File: src/rtl/panel_keys_pkg.sv
// panel_keys_pkg: shared definitions for the console front-panel input stage.
//   - console command codes, which the CPU console-command decoder also uses
//   - KEY bit indices and switch/key counts
//   - holding-register FSM states
//   - priority pick of simultaneous key presses
package panel_keys_pkg;

    localparam int unsigned CMD_W    = 3;
    localparam int unsigned NUM_SW   = 12;
    localparam int unsigned NUM_KEYS = 6;

    localparam int unsigned KEY_START    = 0;
    localparam int unsigned KEY_STOP     = 1;
    localparam int unsigned KEY_CONTINUE = 2;
    localparam int unsigned KEY_LOADADDR = 3;
    localparam int unsigned KEY_DEPOSIT  = 4;
    localparam int unsigned KEY_EXAMINE  = 5;

    typedef enum logic [CMD_W-1:0] {
        CMD_NONE     = 3'd0,
        CMD_START    = 3'd1,
        CMD_STOP     = 3'd2,
        CMD_CONTINUE = 3'd3,
        CMD_LOADADDR = 3'd4,
        CMD_DEPOSIT  = 3'd5,
        CMD_EXAMINE  = 3'd6
    } cmd_e;

    typedef enum logic {
        StIdle,
        StPending
    } state_e;

    // STOP outranks START so that an operator can always halt the machine.
    function automatic cmd_e pick_cmd(input logic [NUM_KEYS-1:0] press);
        cmd_e c;
        if (press[KEY_STOP])          c = CMD_STOP;
        else if (press[KEY_START])    c = CMD_START;
        else if (press[KEY_CONTINUE]) c = CMD_CONTINUE;
        else if (press[KEY_LOADADDR]) c = CMD_LOADADDR;
        else if (press[KEY_DEPOSIT])  c = CMD_DEPOSIT;
        else if (press[KEY_EXAMINE])  c = CMD_EXAMINE;
        else                          c = CMD_NONE;
        return c;
    endfunction

    // True when more than one press bit is set (clearing the lowest set bit leaves something).
    function automatic logic multi_press(input logic [NUM_KEYS-1:0] press);
        return (press & (press - NUM_KEYS'(1))) != '0;
    endfunction

endpackage

File: src/rtl/panel_keys_debounce_bit.sv
// panel_keys_debounce_bit: one front-panel input bit.
//   Two-flop synchroniser, then a sample history advanced on each tick. The
//   output flips only after four agreeing tick samples.
// Ports:
//   clk_i   system clock
//   rst_i   asynchronous active-high reset
//   tick_i  sample enable, one cycle wide
//   raw_i   raw asynchronous input
//   deb_o   debounced level
module panel_keys_debounce_bit (
    input  logic clk_i,
    input  logic rst_i,
    input  logic tick_i,
    input  logic raw_i,
    output logic deb_o
);

    logic       sync1_q, sync2_q;
    logic [2:0] hist_q, hist_d;
    logic       deb_q, deb_d;

    // The 3 stored samples plus the sample being taken form the 4-deep window.
    always_comb begin
        hist_d = hist_q;
        deb_d  = deb_q;
        if (tick_i) begin
            hist_d = {hist_q[1:0], sync2_q};
            if ((&hist_q) && sync2_q) begin
                deb_d = 1'b1;
            end else if (!(|hist_q) && !sync2_q) begin
                deb_d = 1'b0;
            end
        end
    end

    always_ff @(posedge clk_i or posedge rst_i) begin
        if (rst_i) begin
            sync1_q <= 1'b0;
            sync2_q <= 1'b0;
            hist_q  <= '0;
            deb_q   <= 1'b0;
        end else begin
            sync1_q <= raw_i;
            sync2_q <= sync1_q;
            hist_q  <= hist_d;
            deb_q   <= deb_d;
        end
    end

    assign deb_o = deb_q;

endmodule

File: src/rtl/panel_keys.sv
// panel_keys: PDP-8 console front-panel input stage.
//   Debounces 12 switch-register toggles and 6 console keys, presents the
//   switch register, and turns key presses into console commands held in a
//   single-entry register drained by a valid/ready handshake.
// Ports:
//   CLK       system clock
//   RESET     asynchronous active-high reset
//   SW        raw switch register toggles
//   KEY       raw keys [0]START [1]STOP [2]CONTINUE [3]LOADADDR [4]DEPOSIT [5]EXAMINE
//   sr        debounced switch register (also the panel's yellow row)
//   cmd       console command code
//   cmdValid  cmd is valid
//   cmdReady  CPU accepts cmd this cycle
//   dropped   one-cycle pulse when a key press is discarded
module panel_keys
    import panel_keys_pkg::*;
#(
    parameter int unsigned TICK_DIV = 1000
) (
    input  logic              CLK,
    input  logic              RESET,
    input  logic [NUM_SW-1:0] SW,
    input  logic [NUM_KEYS-1:0] KEY,
    output logic [NUM_SW-1:0] sr,
    output logic [CMD_W-1:0]  cmd,
    output logic              cmdValid,
    input  logic              cmdReady,
    output logic              dropped
);

    localparam int unsigned NumBits = NUM_SW + NUM_KEYS;
    localparam int unsigned CntW    = $clog2(TICK_DIV);
    localparam logic [CntW-1:0] CntMax = CntW'(TICK_DIV - 1);

    logic [CntW-1:0]     cnt_q, cnt_d;
    logic                tick;
    logic [NumBits-1:0]  raw, deb;
    logic [NUM_KEYS-1:0] deb_key, key_prev_q, press;
    state_e              state_q, state_d;
    cmd_e                cmd_q, cmd_d, win_cmd;
    logic                valid_q, valid_d;
    logic                dropped_q, dropped_d;
    logic                multi;

    // Sample tick
    assign tick  = (cnt_q == CntMax);
    assign cnt_d = tick ? '0 : cnt_q + CntW'(1);

    // Debounce all inputs; keys sit above the switches.
    assign raw = {KEY, SW};

    for (genvar i = 0; i < NumBits; i++) begin : g_bit
        panel_keys_debounce_bit u_bit (
            .clk_i  (CLK),
            .rst_i  (RESET),
            .tick_i (tick),
            .raw_i  (raw[i]),
            .deb_o  (deb[i])
        );
    end

    assign deb_key = deb[NumBits-1:NUM_SW];
    assign press   = deb_key & ~key_prev_q;
    assign win_cmd = pick_cmd(press);
    assign multi   = multi_press(press);

    // Holding register
    always_comb begin
        state_d   = state_q;
        cmd_d     = cmd_q;
        valid_d   = valid_q;
        dropped_d = 1'b0;
        unique case (state_q)
            StIdle: begin
                if (|press) begin
                    state_d   = StPending;
                    cmd_d     = win_cmd;
                    valid_d   = 1'b1;
                    dropped_d = multi;
                end
            end
            StPending: begin
                if (cmdReady) begin
                    // Anything pressed on the accepting edge is lost.
                    state_d   = StIdle;
                    cmd_d     = CMD_NONE;
                    valid_d   = 1'b0;
                    dropped_d = |press;
                end else if (press[KEY_STOP] && (cmd_q != CMD_STOP)) begin
                    // STOP pre-empts whatever is waiting; only other keys count as dropped.
                    cmd_d     = CMD_STOP;
                    dropped_d = multi;
                end else begin
                    dropped_d = |press;
                end
            end
            default: begin
                state_d = StIdle;
                cmd_d   = CMD_NONE;
                valid_d = 1'b0;
            end
        endcase
    end

    always_ff @(posedge CLK or posedge RESET) begin
        if (RESET) begin
            cnt_q      <= '0;
            key_prev_q <= '0;
            state_q    <= StIdle;
            cmd_q      <= CMD_NONE;
            valid_q    <= 1'b0;
            dropped_q  <= 1'b0;
        end else begin
            cnt_q      <= cnt_d;
            key_prev_q <= deb_key;
            state_q    <= state_d;
            cmd_q      <= cmd_d;
            valid_q    <= valid_d;
            dropped_q  <= dropped_d;
        end
    end

    assign sr       = deb[NUM_SW-1:0];
    assign cmd      = cmd_q;
    assign cmdValid = valid_q;
    assign dropped  = dropped_q;

endmodule

File: config.mk
export PLATFORM = sky130hd
export DESIGN_NAME = panel_keys
export DESIGN_NICKNAME = d
export VERILOG_FILES = /design/src/rtl/panel_keys_pkg.sv /design/src/rtl/panel_keys_debounce_bit.sv /design/src/rtl/panel_keys.sv
export SDC_FILE = /design/constraint.sdc
export NUM_CORES = 1
export LEC_CHECK = 0
export ABC_CLOCK_PERIOD_IN_PS = 10300
export BUFFER_PORTS_ARGS = -buffer_cell sky130_fd_sc_hd__buf_2
export CORE_UTILIZATION = 31
export DETAILED_ROUTE_END_ITERATION = 12
export GPL_TIMING_DRIVEN = 0
export PLACE_DENSITY_LB_ADDON = 0.15
export SLEW_MARGIN = 20
export SYNTH_ARGS = -nofsm -noshare
export SYNTH_HDL_FRONTEND = slang
export SYNTH_SLANG_ARGS = --single-unit
File: constraint.sdc
create_clock -name CLK -period 10.3 [get_ports CLK]
set_clock_uncertainty 0.2 [all_clocks]
set_input_delay 0 -clock CLK [delete_from_list [all_inputs] [get_ports CLK]]
set_output_delay 0 -clock CLK [all_outputs]
set_load 0.02 [all_outputs]
## After elaboration in Yosys (flattened, before gate mapping)

Index checks and enable logic that the tools add are counted.

- Bits of input ports: 21
- Logic and storage cells: 295
- Output and inout port bits: 17
- Register bits after elaboration: 130

- Reduce and logical (&&, ||, !) cells: 149
- $add $sub $neg: 2
- Equality and inequality tests: 5
- Bitwise logic cells: 4
- Multiplexer cells: 57

Operator list:

| operator | number |
|---|---|
| 3-bit AND reduction | 18 |
| 3-bit OR reduction | 18 |
| 1-bit 2-to-1 mux | 43 |
| 2-bit AND reduction | 20 |
| 1-bit logical AND | 37 |
| 1-bit logical NOT | 36 |
| 2-bit nonzero test | 18 |
| 3-bit 2-to-1 mux | 9 |
| 6-bit bitwise AND | 2 |
| 10-bit by 1-bit adder with 10-bit output (second input constant) | 1 |
| 10-bit == test (second input constant) | 1 |
| 10-bit 2-to-1 mux | 1 |
| 3-bit by 2-bit inequality test with 1-bit output (second input constant) | 2 |
| 6-bit inverter | 1 |
| 1-bit case mux with 2 select lines | 3 |
| 3-bit case mux with 2 select lines | 1 |
| 6-bit nonzero test | 1 |
| 6-bit OR reduction | 1 |
| 6-bit by 1-bit subtractor with 6-bit output (second input constant) | 1 |
| 2-bit inequality test (second input constant) | 2 |
| 1-bit inverter | 1 |

## Logic depth before layout (Yosys ltp)

- Depth after elaboration: 10
- Depth in mapped cells: 8
- Gate-level depth less buffers: 5

## Cells and area by module

From an unflattened synthesis, not the netlist that was laid out.

- Cell total of the unflattened synthesis: 341
- Area total of the unflattened synthesis: 5,018.6 um2

By module, submodules not included:

| module | area each (um2) | cells each | instances | sequential area each (um2) |
|---|---|---|---|---|
| panel_keys_debounce_bit | 217.7 | 13 | 18 | 150.1 |
| panel_keys | 1,099.8 | 107 | 1 | 550.5 |

## Least setup slack after synthesis

No wires, ideal clock.

- Path kind: flip-flop to flip-flop
- Start point: register cnt_q[2]
- End point: register g_bit[0].u_bit.deb_q
- Arrival time: 1.298 ns
- Library setup time: 0.130 ns
- Path slack: 8.671 ns
- Buffers on the path: 2
- Period minus slack after synthesis: 1.629 ns
- Cell stages (with the launch flop): 7
- Required time: 9.970 ns
- Cell sequence: dfrtp_1 > and4_1 > and4_1 > buf_4 > buf_6 > a41oi_1 > a21oi_1

- Word-level cells in the longest chain between the ends: 2

Ends and longest elaborated chain:

| what | line | RTL |
|---|---|---|
| start, declared | panel_keys.sv:35 | `logic [CntW-1:0] cnt_q, cnt_d;` |
| start signal, assigned | panel_keys.sv:114 | `cnt_q <= cnt_d;` |
| 10-bit == test | panel_keys.sv:46 | `assign tick = (cnt_q == CntMax);` |
| 2-bit AND reduction (no source line) | - |  |
| end signal, assigned | panel_keys_debounce_bit.sv:41 | `deb_q <= 1'b0;` |
| end signal, assigned | panel_keys_debounce_bit.sv:46 | `deb_q <= deb_d;` |
| end, declared | panel_keys_debounce_bit.sv:20 | `logic deb_q, deb_d;` |

No other way between the ends.
A chain may end at the register's enable or synchronous reset.

## Final worst setup path

- Start point: register cnt_q[0]
- End point: register g_bit[1].u_bit.hist_q[2]

- Word-level cells in the longest chain between the ends: 1

Ends and longest elaborated chain:

| what | line | RTL |
|---|---|---|
| 10-bit == test | panel_keys.sv:46 |  |
| end signal, assigned | panel_keys_debounce_bit.sv:45 | `hist_q <= hist_d;` |
| end, declared | panel_keys_debounce_bit.sv:19 | `logic [2:0] hist_q, hist_d;` |

No other way between the ends.

==> impl_summary.log <==
[metrics] I/O Buffers: 37
[metrics] vertical extent of the die: 128.4 um
[metrics] antenna viol nets, final: 0
[metrics] Net count, final: 556
[metrics] flip-flop cell with the highest count after synthesis: sky130_fd_sc_hd__dfrtp_1
[metrics] I/O pin count: 38
[metrics] number of cell instances on the worst register-to-register path: 6
[metrics] width of the die: ~130 um
[metrics] critical path cell sequence: ha_1 -> nand4_1 -> buf_2 -> buf_1 -> nand2_1 -> o21ai_0
[metrics] Post-synth EDFFs: 0
[metrics] YS warnings: 0
[metrics] unrepaired setup endpoints after global routing: no
[metrics] number of buffers on the longest clock path: 2
[metrics] critical path capture point type: flop
[metrics] Hold Path Stages: 2
[metrics] leakage power figure: slightly above 3 nW
[metrics] startpoint of the lowest-slack hold path: KEY[3]
[metrics] maximum resistive drop on vdd: 106.4 uV
[metrics] share of flip-flops with an asynchronous set or reset: 100.0%
[metrics] start-to-end type of the worst setup path: reg2reg
[metrics] data required time at the worst endpoint: roughly 10 ns
[metrics] level count of the clock H-tree: 4
[metrics] most common library cell in the layout ignoring fill and taps: sky130_fd_sc_hd__dfrtp_1
[metrics] area taken by flip-flops and latches: 3253 um^2
[metrics] fraction of final layout cells sized beyond drive strength 1: 17.73%
[metrics] fin crit period: 2.083 ns
[metrics] clock latency of the later-clocked register in the worst-skew pair: roughly 0.42 ns
[metrics] transition time at the pin with the least slew margin: 0.6112 ns
[metrics] Num CTS Buffers: 17
[metrics] critical path arrival: 2.21 ns
[metrics] number of pins with negative max-slew slack in the final report: 0
[metrics] final-report hold violation count: 0
[metrics] worst-case hold path end point: g_bit[15].u_bit.sync1_q
[metrics] clock transition at the registers of the reported paths: roughly 0.060 ns
[metrics] combined area of all synthesized cells: 4954 um^2
[metrics] Root Driver: sky130_fd_sc_hd__clkbuf_16
[metrics] number of max-cap violations: 0
[metrics] PD cells: ~190 nW/um^2
[metrics] starting utilization of the core area: between 30% and 40%
[metrics] clock net sink count: 130
[metrics] number of setup buffers added after CTS: 0
[metrics] final sum of negative setup slack: 0 ns
[metrics] final HPWL from detailed placement: ~6500 um
[metrics] diodes inserted: 0
[metrics] clock tree from TritonCTS: yes
[metrics] final design instance area without fill: ~6400 um^2
[metrics] overall routing resource usage: 14.56%
[metrics] slew margin rel.: 59.25%
[metrics] floorplan row count: 45
[metrics] CP startpoint kind: flop
[metrics] highest clock frequency the design can meet: 0.4800 GHz
[metrics] share of the clock period used by the worst path: 20.23%
[metrics] largest net degree at the start of global routing: 89
[metrics] detailed-route wire length: 10510 um
[metrics] proportion of synthesized chip area in sequential cells: 65.67%
[metrics] global-route wire length before repair: 17930 um
[metrics] maximum fanout along the worst path: 10
[metrics] # setup viols final: 0
[metrics] area of the multi-input gates: 1424 um^2
[metrics] slowest cell delay on critical path: 0.50 ns
[metrics] detailed-route via count: 3480
[metrics] flops & latches, synth: 130
[metrics] initial antenna violation count: 0
[metrics] DR vias/cell: approximately 4.6
[metrics] run status: completed
[metrics] worst-case register-to-register setup slack: 8.22 ns
[metrics] Gate Count Post-Synth: 445
[metrics] floorplan core area: 15370 um^2
[metrics] count of TritonRoute iterations in the first routing pass: 6
[metrics] number of DRC violations after detailed routing: 0
[metrics] weighted congestion at the end of routability-driven global placement: 0.7789
[metrics] synth-to-layout area growth: 29.28%
[metrics] Reg-to-Reg End: g_bit[1].u_bit.hist_q[2]
[metrics] DP Area: 5438 um^2
[metrics] smallest hold slack: 0.02063 ns
[metrics] per-instance average area after synthesis: ~11 um^2
[metrics] via count of the first global-routing pass: between 3000 and 4000
[metrics] net count after synthesis: between 400 and 500
[metrics] DIE AREA: 16490 um^2
[metrics] Starting DRT DRC Count: between 90 and 100
[metrics] routed length per instance: 13.86 um
[metrics] GRT overflow: 0
[metrics] reg2reg start: cnt_q[0]
[metrics] count of different cell masters after synthesis: 39
[metrics] commonest cells after routing, fill and taps aside: 130 x sky130_fd_sc_hd__dfrtp_1, 118 x sky130_fd_sc_hd__nand2_1, 44 x sky130_fd_sc_hd__buf_2
[metrics] Critical-path top delay cell: sky130_fd_sc_hd__buf_1
[metrics] path class of the lowest-slack min-delay path: in2reg
[metrics] final-layout fill cell count: 1463
[metrics] number of instances resized during post-cts repair: 0
-- per-stage QoR --
step	cells	power [mW]	setup slack [ns]	utilization, %
2_1_floorplan	445	0.5436	6.631	-
3_3_place_gp	693	0.5527	5.099	35.15
3_5_place_dp	694	0.5548	8.194	35.38
4_1_cts	758	1.223	8.183	41.66
6_report	758	1.202	8.217	41.66
5_1_grt	758	1.246	8.052	41.66
-- registers in the layout (all words and copies together) (netlist names) --
register / cells
g_bit.u_bit.hist_q: 54
g_bit.u_bit.deb_o: 18
g_bit.u_bit.sync1_q: 18
g_bit.u_bit.sync2_q: 18
cnt_q: 10
key_prev_q: 6
cmd: 3
cmdValid: 1
dropped: 1
state_q: 1
-- cells by family (layout without fill, tap and decap cells) --
logic type | count (synthesis) | count (layout) | share of synthesized area [%]
fa+ha+maj | 1 | 1 | 0.2525
mux | 2 | 2 | 0.4042
flops | 130 | 130 | 65.67
simple gates | 166 | 166 | 14.78
buf+inv | 48 | 150 | 5.582
compound gates | 92 | 92 | 12.25
xor+xnor | 6 | 6 | 1.061
-- per-layer routing --
layer	global-route usage, %	part of all wire (%)
met5	0	0
met3	4.366	4.4
met1	18.53	48
met2	22.48	45
met4	7.474	2.2
-- cell type report --
type / instances / share of cell area (%)
Timing Repair Buffer: 70 / 8.324
Tap cell: 211 / 4.123
Multi-Input combinational cell: 267 / 22.24
Clock inverter: 12 / 2.794
Inverter: 16 / 1.055
Sequential cell: 130 / 50.80
Buffer: 32 / 3.380
Clock buffer: 20 / 7.288
-- synthesized netlist by cell type (5+ instances only) --
| library cell | count | area share (%) |
|---|---|---|
| sky130_fd_sc_hd__dfrtp_1 | 130 | 66 |
| sky130_fd_sc_hd__o21ai_0 | 34 | 3.4 |
| sky130_fd_sc_hd__a41oi_1 | 14 | 2.5 |
| sky130_fd_sc_hd__a21oi_1 | 18 | 1.8 |
| sky130_fd_sc_hd__nor2_1 | 6 | 0.45 |
| sky130_fd_sc_hd__buf_6 | 5 | 1.1 |
| sky130_fd_sc_hd__nand2b_1 | 9 | 1.1 |
| sky130_fd_sc_hd__clkbuf_1 | 5 | 0.38 |
| sky130_fd_sc_hd__nand2_1 | 118 | 8.9 |
| sky130_fd_sc_hd__nand4_1 | 6 | 0.76 |
| sky130_fd_sc_hd__inv_1 | 16 | 1.2 |
| sky130_fd_sc_hd__nor2b_1 | 5 | 0.63 |
| sky130_fd_sc_hd__xor2_1 | 5 | 0.88 |
| sky130_fd_sc_hd__nand3_1 | 6 | 0.61 |
| sky130_fd_sc_hd__buf_4 | 13 | 2.0 |
| sky130_fd_sc_hd__buf_2 | 7 | 0.71 |
| sky130_fd_sc_hd__o41ai_1 | 15 | 2.7 |
-- worst max-delay path: cells and delay by family (launching register included) --
kind	cells	cell delay (ns)
simple gates	2	0.25
compound gates	1	0.10
flops	1	0.40
fa+ha+maj	1	0.29
buf+inv	2	0.75
-- worst max path at each step --
stage	start	end	slack [ns]
6_report	cnt_q[0]	g_bit[1].u_bit.hist_q[2]	8.22
5_1_grt	cnt_q[0]	g_bit[13].u_bit.hist_q[2]	8.05
4_1_cts	cnt_q[0]	g_bit[17].u_bit.hist_q[0]	8.18
3_5_place_dp	cnt_q[0]	g_bit[17].u_bit.hist_q[0]	8.19
3_3_place_gp	RESET	g_bit[9].u_bit.sync1_q	5.10
2_1_floorplan	RESET	cmdValid	6.63
-- report_power, final --
group	internal (mW)	total, mW	switching (mW)
Combinational	0.0143	0.0298	0.0155
Sequential	0.519	0.524	0.00482
Clock	0.424	0.648	0.223
Total	0.958	1.20	0.244
-- repair_timing --
action / CTS / global route
hold buffers: 32 / 0
endpoints found under the setup margin: 0 / 0
endpoints found under the hold margin: 154 / 0
Power figures use the tool's default switching activity.
